File: config.mk
export PLATFORM = sky130hd
export DESIGN_NAME = l2_req_arbiter
export DESIGN_NICKNAME = d
export VERILOG_FILES = /design/src/rtl/l2_req_arbiter.sv
export SDC_FILE = /design/constraint.sdc
export NUM_CORES = 2
export LEC_CHECK = 0
export ABC_AREA = 0
export CORE_AREA = 5 5 450 452
export CTS_CLUSTER_DIAMETER = 30
export DETAILED_ROUTE_END_ITERATION = 6
export DIE_AREA = 0 0 455 457
export HOLD_SLACK_MARGIN = 0.08
export PLACE_DENSITY = 0.45
export SYNTH_ARGS = -nofsm -noshare
export SYNTH_HDL_FRONTEND = slang
export SYNTH_SLANG_ARGS = --single-unit
File: constraint.sdc
create_clock -name clk -period 4.5 [get_ports clk]
set_input_delay 0.9 -clock clk [delete_from_list [all_inputs] [get_ports clk]]
set_output_delay 0.9 -clock clk [all_outputs]
set_load 0.01 [all_outputs]
File: src/rtl/l2_req_arbiter.sv
// Arbitrates the single L2 line-fill port between the icache, dcache and prefetcher.
// ic/dc share round-robin; pf is lowest priority, with a guard that forces a pf grant.
module l2_req_arbiter #(
  parameter int ADDR_WIDTH      = 32,
  parameter int LINE_WIDTH      = 256,
  parameter int OFFSET_BITS     = 5,
  parameter int PF_STARVE_LIMIT = 8
) (
  input  logic                  clk,
  input  logic                  reset,
  input  logic [ADDR_WIDTH-1:0] ic_addr,
  input  logic                  ic_request,
  output logic [LINE_WIDTH-1:0] ic_data,
  output logic                  ic_done,
  input  logic [ADDR_WIDTH-1:0] dc_addr,
  input  logic                  dc_request,
  output logic [LINE_WIDTH-1:0] dc_data,
  output logic                  dc_done,
  input  logic [ADDR_WIDTH-1:0] pf_addr,
  input  logic                  pf_request,
  output logic [LINE_WIDTH-1:0] pf_data,
  output logic                  pf_done,
  output logic [ADDR_WIDTH-1:0] l2_addr,
  output logic                  l2_request,
  input  logic [LINE_WIDTH-1:0] l2_data,
  input  logic                  l2_done,
  output logic                  busy,
  output logic [1:0]            grant_id
);

  localparam logic [1:0] ST_IDLE = 2'd0;
  localparam logic [1:0] ST_WAIT = 2'd1;
  localparam logic [1:0] ST_RESP = 2'd2;

  localparam logic [1:0] GID_NONE = 2'd0;
  localparam logic [1:0] GID_IC   = 2'd1;
  localparam logic [1:0] GID_DC   = 2'd2;
  localparam logic [1:0] GID_PF   = 2'd3;

  localparam int SW = (PF_STARVE_LIMIT < 1) ? 1 : $clog2(PF_STARVE_LIMIT + 1);
  localparam logic [SW-1:0] STARVE_MAX = SW'(PF_STARVE_LIMIT);

  logic [1:0]            state;
  logic                  rr_dc;
  logic [SW-1:0]         starve_cnt;
  logic                  pf_forced;
  logic                  ic_dc_tie;
  logic [1:0]            win;
  logic [ADDR_WIDTH-1:0] win_addr;

  function automatic logic [ADDR_WIDTH-1:0] line_align(input logic [ADDR_WIDTH-1:0] a);
    logic [ADDR_WIDTH-1:0] mask;
    mask = '1;
    mask = mask << OFFSET_BITS;
    return a & mask;
  endfunction

  // Winner selection, only acted on while IDLE
  always_comb begin
    pf_forced = pf_request && (starve_cnt == STARVE_MAX);
    ic_dc_tie = ic_request && dc_request;
    win       = GID_NONE;
    if (pf_forced)       win = GID_PF;
    else if (ic_dc_tie)  win = rr_dc ? GID_DC : GID_IC;
    else if (ic_request) win = GID_IC;
    else if (dc_request) win = GID_DC;
    else if (pf_request) win = GID_PF;
  end

  always_comb begin
    win_addr = '0;
    case (win)
      GID_IC:  win_addr = ic_addr;
      GID_DC:  win_addr = dc_addr;
      GID_PF:  win_addr = pf_addr;
      default: win_addr = '0;
    endcase
  end

  always_ff @(posedge clk) begin
    if (reset) begin
      state      <= ST_IDLE;
      rr_dc      <= 1'b0;
      starve_cnt <= '0;
      l2_addr    <= '0;
      l2_request <= 1'b0;
      grant_id   <= GID_NONE;
      busy       <= 1'b0;
      ic_done    <= 1'b0;
      dc_done    <= 1'b0;
      pf_done    <= 1'b0;
      ic_data    <= '0;
      dc_data    <= '0;
      pf_data    <= '0;
    end else begin
      ic_done <= 1'b0;
      dc_done <= 1'b0;
      pf_done <= 1'b0;

      case (state)
        ST_IDLE: begin
          if (win != GID_NONE) begin
            l2_addr    <= line_align(win_addr);
            l2_request <= 1'b1;
            grant_id   <= win;
            busy       <= 1'b1;
            state      <= ST_WAIT;
            // The pointer only moves when it actually broke an ic/dc tie
            if (ic_dc_tie && !pf_forced) rr_dc <= ~rr_dc;
          end
        end
        ST_WAIT: begin
          if (l2_done) begin
            l2_request <= 1'b0;
            state      <= ST_RESP;
            case (grant_id)
              GID_IC: begin
                ic_data <= l2_data;
                ic_done <= 1'b1;
              end
              GID_DC: begin
                dc_data <= l2_data;
                dc_done <= 1'b1;
              end
              GID_PF: begin
                pf_data <= l2_data;
                pf_done <= 1'b1;
              end
              default: ;
            endcase
          end
        end
        ST_RESP: begin
          grant_id <= GID_NONE;
          busy     <= 1'b0;
          state    <= ST_IDLE;
        end
        default: state <= ST_IDLE;
      endcase

      // Starvation guard counts ic/dc wins that happened while pf was waiting
      if (!pf_request) begin
        starve_cnt <= '0;
      end else if (state == ST_IDLE && win == GID_PF) begin
        starve_cnt <= '0;
      end else if (state == ST_IDLE && (win == GID_IC || win == GID_DC) &&
                   starve_cnt != STARVE_MAX) begin
        starve_cnt <= starve_cnt + 1'b1;
      end
    end
  end

endmodule

Word level (Yosys, flattened, before mapping)
Cells that the tools add are included.
W data, S select, Z words.
{ "op_classes": {"n_addsub": 1, "eq_ne": 12, "n_mux": 19, "bitwise_logic": 4, "n_reduce_logical": 22} }
{ "ops": {"columns": ["operator", "count"], "rows": [
  ["$pmux W32 S3", 1],
  ["$mux W2", 9],
  ["$reduce_and A3 Y1", 5],
  ["$eq A2 B2 Y1 const B", 5],
  ["$pmux W2 S2", 2],
  ["$eq A2 B1 Y1 const B", 3],
  ["$logic_and A1 B1 Y1", 6],
  ["$reduce_and A2 Y1", 3],
  ["$reduce_bool A2 Y1", 3],
  ["$reduce_or A3 Y1", 2],
  ["$mux W1", 5],
  ["$add A4 B1 Y4 const B", 1],
  ["$eq A4 B4 Y1 const B", 1],
  ["$ne A2 B2 Y1 const B", 2],
  ["$ne A4 B4 Y1 const B", 1],
  ["$not A1 Y1", 4],
  ["$pmux W1 S2", 2],
  ["$logic_not A2 Y1", 1],
  ["$logic_not A1 Y1", 1],
  ["$logic_or A1 B1 Y1", 1]
]} }
{ "totals": {"reg_bits": 809, "inputBits": 358, "output_inout_bits": 807, "elab_cells": 71} }

Depth between registers and ports, before layout
{ "depth": {"ltp_word": 9, "depth_mapped": 11, "mapped_depth_nobuf": 9} }

Worst setup path after synthesis
Ideal clock, no wire load.
{ "synth_path": {"path_kind": "input to register", "from": "in pf_request", "to": "reg starve_cnt[3]", "setup_ns": 0.074, "arrival_ns": 2.545, "t_required_ns": 4.426, "setup_slack_ns": 1.882, "path_stages": 7, "n_path_buf": 0, "cell_sequence": "nor2_1 > o211ai_1 > inv_1 > ha_1 > or3b_4 > or4_1 > a21oi_1"} }
{ "synth_between": {"elab_chain_cells": 9, "word_cells_on_any_way": 15, "classes_between": "eq/ne (3); mux (5); bitwise (1); reduce/logical (6)"} }
{ "synth_lines": {"columns": ["element", "line_no", "source"], "rows": [
  ["start: declaration", "20", "input logic pf_request,"],
  ["$mux W2", "67", "else if (pf_request) win = GID_PF;"],
  ["$mux W2", "66", "else if (dc_request) win = GID_DC;"],
  ["$mux W2", "65", "else if (ic_request) win = GID_IC;"],
  ["$mux W2", "64", "else if (ic_dc_tie) win = rr_dc ? GID_DC : GID_IC;"],
  ["$mux W2", "63", "if (pf_forced) win = GID_PF;"],
  ["$eq A2 B1 Y1 / $eq A2 B2 Y1 (equally long branches)", "146", "end else if (state == ST_IDLE && (win == GID_IC || win == GID_DC) &&"],
  ["$logic_or A1 B1 Y1", "146", null],
  ["$logic_and A1 B1 Y1 (2 in a row)", "146", null],
  ["end signal: assignment", "148", "starve_cnt <= starve_cnt + 1'b1;"],
  ["end: declaration", "45", "logic [SW-1:0] starve_cnt;"]
]} }
Parallel ways exist; a longest one is shown, timed or not.
A chain may end at the register's enable or synchronous reset.

Worst setup path in the final report
{ "layout_path": {"from": "reg starve_cnt[0]", "to": "reg l2_addr[20]"} }
{ "layout_between": {"elab_chain_cells": 5, "word_cells_on_any_way": 9, "classes_between": "eq/ne (4); mux (2); reduce/logical (3)"} }
{ "layout_lines": {"columns": ["element", "line_no", "source"], "rows": [
  ["$eq A4 B4 Y1 (*)", "60", "pf_forced = pf_request && (starve_cnt == STARVE_MAX);"],
  ["$logic_and A1 B1 Y1 (*)", "60", null],
  ["$mux W2 (*)", "63", null],
  ["$eq A2 B2 Y1 (tied with other cells)", "72", "case (win)"],
  ["$pmux W32 S3 / $reduce_and A2 Y1 (equally long branches)", null, null],
  ["end signal: assignment", "103", "l2_addr <= line_align(win_addr);"],
  ["end: declaration", "23", "output logic [ADDR_WIDTH-1:0] l2_addr,"]
]} }
Every way passes the cells marked *; elsewhere a longest branch is shown, timed or not.

==> metrics <==
Clock Tree Root clkbuf_16; hpwl dp approximately 140 mm; Mapped Avg Cell Area 8.25 sq um; Hold Crit Class reg2reg; Worst-Margin Slew 1.29 ns; total CTS buffers 275; Crit. End Element register; layout cells sized above 1 10.3%; DR vias approximately 35,000; Worst EP arrival 3.89 ns; Final ANT Viol Nets 0; Critical Path RT 5.24 ns; Hold Path Sink ic_data[124]$_SDFFE_PP0P_; area of the multi-input gates between 0.01 and 0.015 sq mm; FF+latch count, synth 809; worst hold margin 0.470 ns; r2r setup slk 1.35 ns; Startpoint Class register; Core Rows roughly 160; CP max stage cell ha_1; Clock Latency Late Sink 0.89 ns; TritonCTS clock tree yes; die area just over 0.2 sq mm; CTS Buffer Depth 4; GRT overflow 0; DIE HEIGHT 457 microns; Post-synth ARST share 0%; post-synthesis sequential area ratio 52.9%; Starting Density 15.4%; clock skew 0.0942 ns; top_reg_cell synth dfxtp_1; io pins 1,165; nets@finish 5,146; number of vias per cell approximately 4.5; RSZ-0062 raised after global routing false; status finished with violations; DRC 1; IR drop worst, VDD 0.316 mV; register area approximately 0.016 sq mm; initial antenna violation count 24; HP Start ic_data[124]$_SDFFE_PP0P_; post-synth cell types 37; final-layout fill cell count ~21,000; Die Span X 455 microns; final total power approximately 28,000 uW; setup total negative slack 0 ns; crit share post-route 70.0%; worst r2r dst l2_addr[20]$_SDFFE_PP0P_; final worst slack 1.35 ns; vias in the first global route about 34,000; first-pass iteration count of the detailed router 7; final slew viol count 0; H-tree level count 5; setup bufs post-CTS 0; final wirelength 195 mm; drt first-iter violations 3,422; Area growth, synth to finish 74.9%; largest net degree at the start of global routing 188; RR Startpoint starve_cnt[0]$_SDFFE_PP0P_; Port Buffer Count 1,144; hold path depth 2; CORE AREA 0.198 sq mm; max incr delay on CP 0.64 ns; cts repair resizes 0; Achievable Freq 0.317 GHz; Fin. Hold Viols 0; Slew headroom 13.8%; number of enable flip-flop cells after synthesis 0; hold_buf cts 0; Setup Slack @ Placement 0.850 ns; MaxCap Viol Count 0; synthesis warning total 0; kind of critical path reg2reg; crit-path cells inv_1 -> ha_1 -> and3b_1 -> a221oi_1 -> inv_1 -> ha_1 -> a222oi_1 -> a211oi_1; first-pass GRT wire length 268 mm; Worst-path clk slew about 0.040 ns; # setup viols final 0; Placer Congestion ~0.9; critical path peak fanout 28; Power per Cell Area 516 mW/mm^2; Syn Inst Count 3,716; failing checks DRC; Static Leak 0.0175 uW; Synth Cell Area 0.0306 sq mm; Total Routing Usage GR 17.7%; Clock Sinks between 800 and 900; min Tclk post-route 3.15 ns; WL/cell 25.6 microns; reg2reg path depth 8
-- worst max path at each step --
stage                     depth (start not counted)                          to  slack (ns)                  startpoint
after floorplan                                   7  starve_cnt[3]$_SDFFE_PP0P_        1.88                  pf_request
after global placement                            7    l2_addr[27]$_SDFFE_PP0P_        0.86                  pf_request
after detailed placement                          7    l2_addr[28]$_SDFFE_PP0P_        0.85                  pf_request
after CTS                                         1                 ic_data[10]        1.35    ic_data[10]$_SDFFE_PP0P_
after global routing                              8    l2_addr[27]$_SDFFE_PP0P_        1.12  starve_cnt[0]$_SDFFE_PP0P_
final                                             8    l2_addr[20]$_SDFFE_PP0P_        1.35  starve_cnt[0]$_SDFFE_PP0P_
-- registers in the layout, indices dropped and copies added, names as in the netlist --
name	flops
busy	1
dc_data	256
dc_done	1
grant_id	2
ic_data	256
ic_done	1
l2_addr	27
l2_request	1
pf_data	256
pf_done	1
rr_dc	1
starve_cnt	4
state	2
-- metrics by stage --
| stage | instance area [sq um] | util (%) | instances |
|---|---|---|---|
| detailed placement | 44800 | 22.6 | 7161 |
| global route | 53600 | 27.0 | 7630 |
| floorplan | 30700 | - | 3720 |
| CTS | 53600 | 27.0 | 7628 |
| finish | 53600 | 27.0 | 7638 |
| global placement | 44800 | 22.6 | 7161 |
-- critical path: cells and delay by family, from the launching register on --
family | cells | cell delay (ns)
compound gates | 3 | 1.28
fa+ha+maj | 2 | 0.87
buf+inv | 2 | 0.23
flops | 1 | 0.38
simple gates | 1 | 0.23
-- cell type report --
| cell class | instances | share of cell area, % |
|---|---|---|
| Tap cell | 2656 | 6.20 |
| Sequential cell | 809 | 30.2 |
| Clock inverter | 72 | 1.48 |
| Multi-Input combinational cell | 2449 | 23.5 |
| Antenna cell | 10 | 0.0467 |
| Inverter | 10 | 0.0840 |
| Timing Repair Buffer | 1237 | 23.6 |
| Clock buffer | 395 | 14.9 |
-- synth_stat cells (2+ instances only) --
cell      number  area, sq um
dfxtp_1      809        16200
a21oi_1      774         3870
o21ai_0      773         3870
nand3_1      771         3860
clkbuf_1     316         1190
buf_2        117          586
nor2_1        33          124
a211oi_1      28          210
a222oi_1      27          270
buf_1         11         41.3
inv_1          9         33.8
buf_4          7         52.6
ha_1           6         75.1
nor2b_1        4         25.0
nor3_1         4         20.0
nand2b_1       3         18.8
and3b_1        2         17.5
nand3b_1       2         15.0
or4_1          2         15.0
-- per-layer routing --
layer	track usage [%]	wire length, microns	vias up
li1	-	-	15700
met5	0	123	-
met1	20.8	76400	17100
met4	8.22	8900	20
met3	7.03	20700	331
met2	28.1	89200	1646
-- cell usage in the layout (no fill, tap or decap), types with 10 or more instances in the layout --
cell / instances
nor2_1: 33
a222oi_1: 27
buf_12: 38
clkinv_2: 47
nand3_1: 771
buf_4: 55
a211oi_1: 28
bufinv_16: 14
o21ai_0: 773
clkdlybuf4s50_1: 1143
clkbuf_1: 58
diode_2: 10
a21oi_1: 774
clkbuf_8: 58
clkbuf_16: 279
dfxtp_1: 808
-- power breakdown --
part	switching, uW	leakage (uW)	internal, uW	total, uW
clock network	5200	0.00436	12900	18100
logic	1420	0.00659	728	2150
registers	83.7	0.00653	7330	7420
total	6700	0.0175	20900	27600
-- kinds of logic after synthesis --
logic type,synth area share [%]
adders and majority gates,0.245
buffers and inverters,6.25
muxes,0.0367
and+or+nand+nor,13.6
AOI/OAI and AO/OA,27.0
DFF,52.9
other,0.0122
Note: power is estimated with default switching activity, not from simulation.
